--- src/rtl/gpio_in_responder.sv ---
// gpio_in_responder: synchronised, debounced GPIO inputs with sticky edge flags and a level IRQ,
// exposed as four word registers on the PicoRV32 native memory bus.
module gpio_in_responder #(
  parameter int          WIDTH           = 8,
  parameter int          DEBOUNCE_CYCLES = 16,
  parameter logic [31:0] BASE_ADDR       = 32'h0300_0000
) (
  input  logic             clk,
  input  logic             reset,
  input  logic [WIDTH-1:0] pins,
  input  logic             mem_valid,
  input  logic [31:0]      mem_addr,
  input  logic [31:0]      mem_wdata,
  input  logic [3:0]       mem_wstrb,
  output logic             mem_ready,
  output logic [31:0]      mem_rdata,
  output logic             irq
);
  localparam int CW = $clog2(DEBOUNCE_CYCLES);
  localparam logic [CW-1:0] CNT_MAX = CW'(DEBOUNCE_CYCLES - 1);
  logic [WIDTH-1:0] s1, sync, deb, flip, edge_q, edge_n, irq_en, irq_en_n, clr, wmask;
  logic [WIDTH-1:0] pend_wdata;
  logic [31:0] rd_val, strb_mask;
  logic [3:0] pend_wstrb;
  logic [1:0] pend_off;
  logic sel, pend_wr, unused_ok;
  always_ff @(posedge clk or posedge reset)
    if (reset) {sync, s1} <= '0;
    else {sync, s1} <= {s1, pins};
  for (genvar i = 0; i < WIDTH; i++) begin : g_deb
    logic [CW-1:0] cnt;
    logic d;
    assign flip[i] = (sync[i] != d) && (cnt == CNT_MAX);
    assign deb[i] = d;
    always_ff @(posedge clk or posedge reset)
      if (reset) begin
        cnt <= '0;
        d <= 1'b0;
      end else begin
        cnt <= (sync[i] == d || flip[i]) ? '0 : cnt + CW'(1);
        d <= d ^ flip[i];
      end
  end
  assign sel = mem_valid && mem_addr[31:4] == BASE_ADDR[31:4] && !mem_ready;
  assign rd_val = mem_addr[3:2] == 2'd0 ? 32'(deb) :
                  mem_addr[3:2] == 2'd1 ? 32'(edge_q) :
                  mem_addr[3:2] == 2'd2 ? 32'(irq_en) : 32'(sync);
  // A write is captured at select and takes effect on the following edge, as mem_ready falls
  assign strb_mask = {{8{pend_wstrb[3]}}, {8{pend_wstrb[2]}}, {8{pend_wstrb[1]}}, {8{pend_wstrb[0]}}};
  assign wmask = strb_mask[WIDTH-1:0];
  assign clr = (pend_wr && pend_off == 2'd1) ? pend_wdata & wmask : '0;
  assign edge_n = (edge_q & ~clr) | flip;
  assign irq_en_n = (pend_wr && pend_off == 2'd2) ? (irq_en & ~wmask) | (pend_wdata & wmask) : irq_en;
  assign unused_ok = ^{mem_addr[1:0], mem_wdata, strb_mask};
  always_ff @(posedge clk or posedge reset)
    if (reset) begin
      edge_q <= '0;
      irq_en <= '0;
      irq <= 1'b0;
      mem_ready <= 1'b0;
      mem_rdata <= '0;
      pend_wr <= 1'b0;
      pend_off <= '0;
      pend_wdata <= '0;
      pend_wstrb <= '0;
    end else begin
      edge_q <= edge_n;
      irq_en <= irq_en_n;
      irq <= |(edge_q & irq_en);
      mem_ready <= sel;
      mem_rdata <= (sel && mem_wstrb == 4'd0) ? rd_val : '0;
      pend_wr <= sel && mem_wstrb != 4'd0;
      if (sel) begin
        pend_off <= mem_addr[3:2];
        pend_wdata <= mem_wdata[WIDTH-1:0];
        pend_wstrb <= mem_wstrb;
      end
    end
endmodule

--- config.mk ---
export PLATFORM = sky130hd
export DESIGN_NAME = gpio_in_responder
export DESIGN_NICKNAME = d
export VERILOG_FILES = /design/src/rtl/gpio_in_responder.sv
export SDC_FILE = /design/constraint.sdc
export NUM_CORES = 1
export LEC_CHECK = 0
export ABC_AREA = 1
export BUFFER_PORTS_ARGS = -buffer_cell sky130_fd_sc_hd__buf_2
export CAP_MARGIN = 20
export CORE_ASPECT_RATIO = 1.25
export CORE_MARGIN = 5
export CORE_UTILIZATION = 50
export DETAILED_ROUTE_END_ITERATION = 12
export PLACE_DENSITY = 0.8
export SYNTH_ARGS = -nofsm -noshare
export SYNTH_HDL_FRONTEND = slang
export SYNTH_SLANG_ARGS = --single-unit
--- constraint.sdc ---
create_clock -name clk -period 7.2 [get_ports clk]
set_input_delay 1.44 -clock clk [delete_from_list [all_inputs] [get_ports clk]]
set_output_delay 1.44 -clock clk [all_outputs]
set_load 0.01 [all_outputs]
==> flow_metrics.py <==
metrics = {
    "timing": {
        "setup_ws_ps": 4870,
        "fin_crit_ps": 2330,
        "finClkSkew_ps": 9.62,
        "hold-worst-slack_ps": 358,
        "fin_crit_sh_pct": 32.4,
        "hold_violations": 0,
        "setup_total_negative_slack_ps": 0,
        "setup_viol": 0,
        "fmax_ghz": 0.429,
        "rsz0062_at_grt": "false",
        "slew_violations": 0,
    },
    "synthesis": {
        "synthAdderAreaFrac_pct": 2.38,
        "synth_seq_cells": 94,
        "synthSimpleGateAreaFrac_pct": 19.9,
        "synth_edf_count": 0,
        "synth_area_per_cell_um2": 9.43,
        "yosys_warnings": 0,
        "muxShareOfSynthArea_pct": 1.34,
        "synth_ff_type": "dfrtp_1",
        "synth_xor_area_share_pct": 5.00,
        "synth_top_family_by_area": "simple AND/OR/NAND/NOR gates",
        "ys_seq_area_share_pct": 55.9,
        "synthCells": 446,
        "async_flop_share_pct": 100,
        "synth_cell_types": 26,
        "synth_compound_area_share_pct": 5.27,
        "netlist_area_mm2": 0.00421,
    },
    "place": {
        "hpwl_mm": 5.66,
        "preCtsSetupSlack_ps": 4480,
        "io_buffers": 62,
        "dpl.cell_count": 600,
        "gp_congestion": 0.819,
    },
    "final_layout": {
        "n_fill_cell": 722,
        "antenna_cells": 0,
        "final_cells": 617,
        "area_delta_synth_final_pct": 12.2,
        "finalNetCount": 602,
        "final_common_cell": "dfrtp_1",
        "layout-drive-gt1-share_pct": 20.2,
        "layout_common_cells": "94 x dfrtp_1, 81 x nand2_1, 62 x buf_2",
    },
    "detailed_routing": {
        "avgRoutedWirePerCell_um": 12.2,
        "num_vias": 2991,
        "drtAntennaViolNets": 0,
        "first_pass_iters": 4,
        "viasPerCell": 4.85,
        "routed_wl_mm": 7.54,
        "first_iter_violations": 127,
        "drc_errors": 0,
    },
    "worst_setup_path": {
        "crit_start": "mem_ready",
        "cp_max_fo": 2,
        "critical_path_class": "flip-flop to output port",
        "cp.arrival_ps": 890,
        "crit_path_cell_trace": "buf_2",
        "ff2ff_setup_slack_ps": 5680,
        "reg2reg_from": "mem_ready",
        "cp.depth": 1,
        "cp.required_ps": 5760,
        "crit_slowest_cell": "dfrtp_1",
        "start_kind": "flip-flop",
        "timing.rr.end": "mem_rdata[7]",
        "max_stage_delay_ps": 390,
        "path_buf_inv": 1,
        "cp_top_family": "flip-flops",
        "r2r_cells": 7,
        "critPathCaptureType": "output port",
        "critical_path.endpoint": "mem_ready",
    },
    "floorplan": {
        "die_x_um": 92.0,
        "rows": 37,
        "start_util_pct": 51.0,
        "ioPinCount": 113,
        "coreArea_mm2": 0.00824,
        "die_area_mm2": 0.0104,
        "die_h_um": 113,
    },
    "clocking": {
        "cts_buffer_depth": 2,
        "htreeDepth": 3,
        "cts_tree": "built",
        "path_clk_slew_ps": 100,
        "cts_buffers": 9,
        "clockRootBuffer": "clkbuf_8",
        "clock_latency_ps": 360,
        "cts_resized": 0,
        "clock-sinks": 94,
        "post_cts_buffers": 0,
        "cts_hold_buffers": 0,
    },
    "global_route": {
        "grt_usage_pct": 15.8,
        "grt_max_degree": 95,
        "grt_pass1_vias": 3120,
        "grt_overflow_total": 0,
        "grt_pass1_wl_mm": 13.4,
        "antenna_found_initial": 0,
    },
    "power": {
        "ir_drop_mv": 0.0906,
        "power_leakage_nw": 2.57,
        "cellPowerDensity_mw_per_mm2": 204,
    },
    "job": {
        "drv_cap": 0,
    },
    "min_path": {
        "hold_path_class": "flip-flop to flip-flop",
    },
    "outcome": {
        "status": "finished, final reports clean",
    },
}
[logic make-up after synthesis]
| logic type | after synthesis |
|---|---|
| DFF | 94 |
| buffers and inverters | 81 |
| other | 1 |
| AOI/OAI and AO/OA | 42 |
| xor gates and xnor gates | 24 |
| and+or+nand+nor | 191 |
| muxes | 5 |
| adders and majority gates | 8 |
[how the worst min path moves through the flow]
| stage | from | cells after the start | slack (ps) | endpoint |
|---|---|---|---|---|
| final | s1[0] | 0 | 360 | sync[0] |
| after global routing | s1[6] | 0 | 380 | sync[6] |
| after CTS | s1[6] | 0 | 360 | sync[6] |
| after detailed placement | s1[0] | 0 | 340 | sync[0] |
| after global placement | s1[4] | 0 | 330 | sync[4] |
| after floorplan | s1[0] | 0 | 330 | sync[0] |
[stage by stage]
step / total power, mW / area, um2 / utilization (%)
3_3_place_gp: 0.637 / 4500 / 54.6
3_5_place_dp: 0.643 / 4500 / 54.6
6_report: 0.962 / 4720 / 57.3
2_1_floorplan: 0.623 / 4290 / -
5_1_grt: 1.01 / 4720 / 57.3
4_1_cts: 0.973 / 4690 / 56.9
[where the power goes]
part	switching, mW	leakage (nW)	internal (mW)
Sequential	0.0111	1.26	0.543
Clock	0.196	0.0943	0.134
Combinational	0.0472	1.22	0.0315
[cell type report]
cell class	instances	area, um2	share of cell area [%]
Sequential cell	94	2350	49.8
Inverter	52	196	4.16
Multi-Input combinational cell	294	1520	32.1
Clock buffer	9	124	2.62
Tap cell	97	121	2.57
Timing Repair Buffer	64	345	7.32
Clock inverter	7	65.1	1.38
[cell usage after synthesis, types with 2 or more instances]
cell type  instances  area [um2]
o21ai_1            2        10.0
xnor2_1            8        70.1
o21ai_0           36         180
buf_6              4        45.0
nand3_1           36         180
nor2_1            56         210
buf_4             24         180
inv_1             49         184
a22o_1             3        26.3
nand2_2            2        12.5
nand2_1           81         304
ha_1               8         100
inv_2              3        11.3
xor2_1            16         140
mux2_2             5        56.3
dfrtp_1           94        2350
nor2_4             4        45.0
or2_2              7        43.8
[per-layer routing]
| metal | track usage (%) | wire length [um] |
|---|---|---|
| met1 | 19.6 | 3180 |
| met2 | 27.2 | 3820 |
| met3 | 3.15 | 437 |
| met4 | 5.95 | 107 |
| met5 | 0 | 0 |
(Power assumes the default switching activity.)
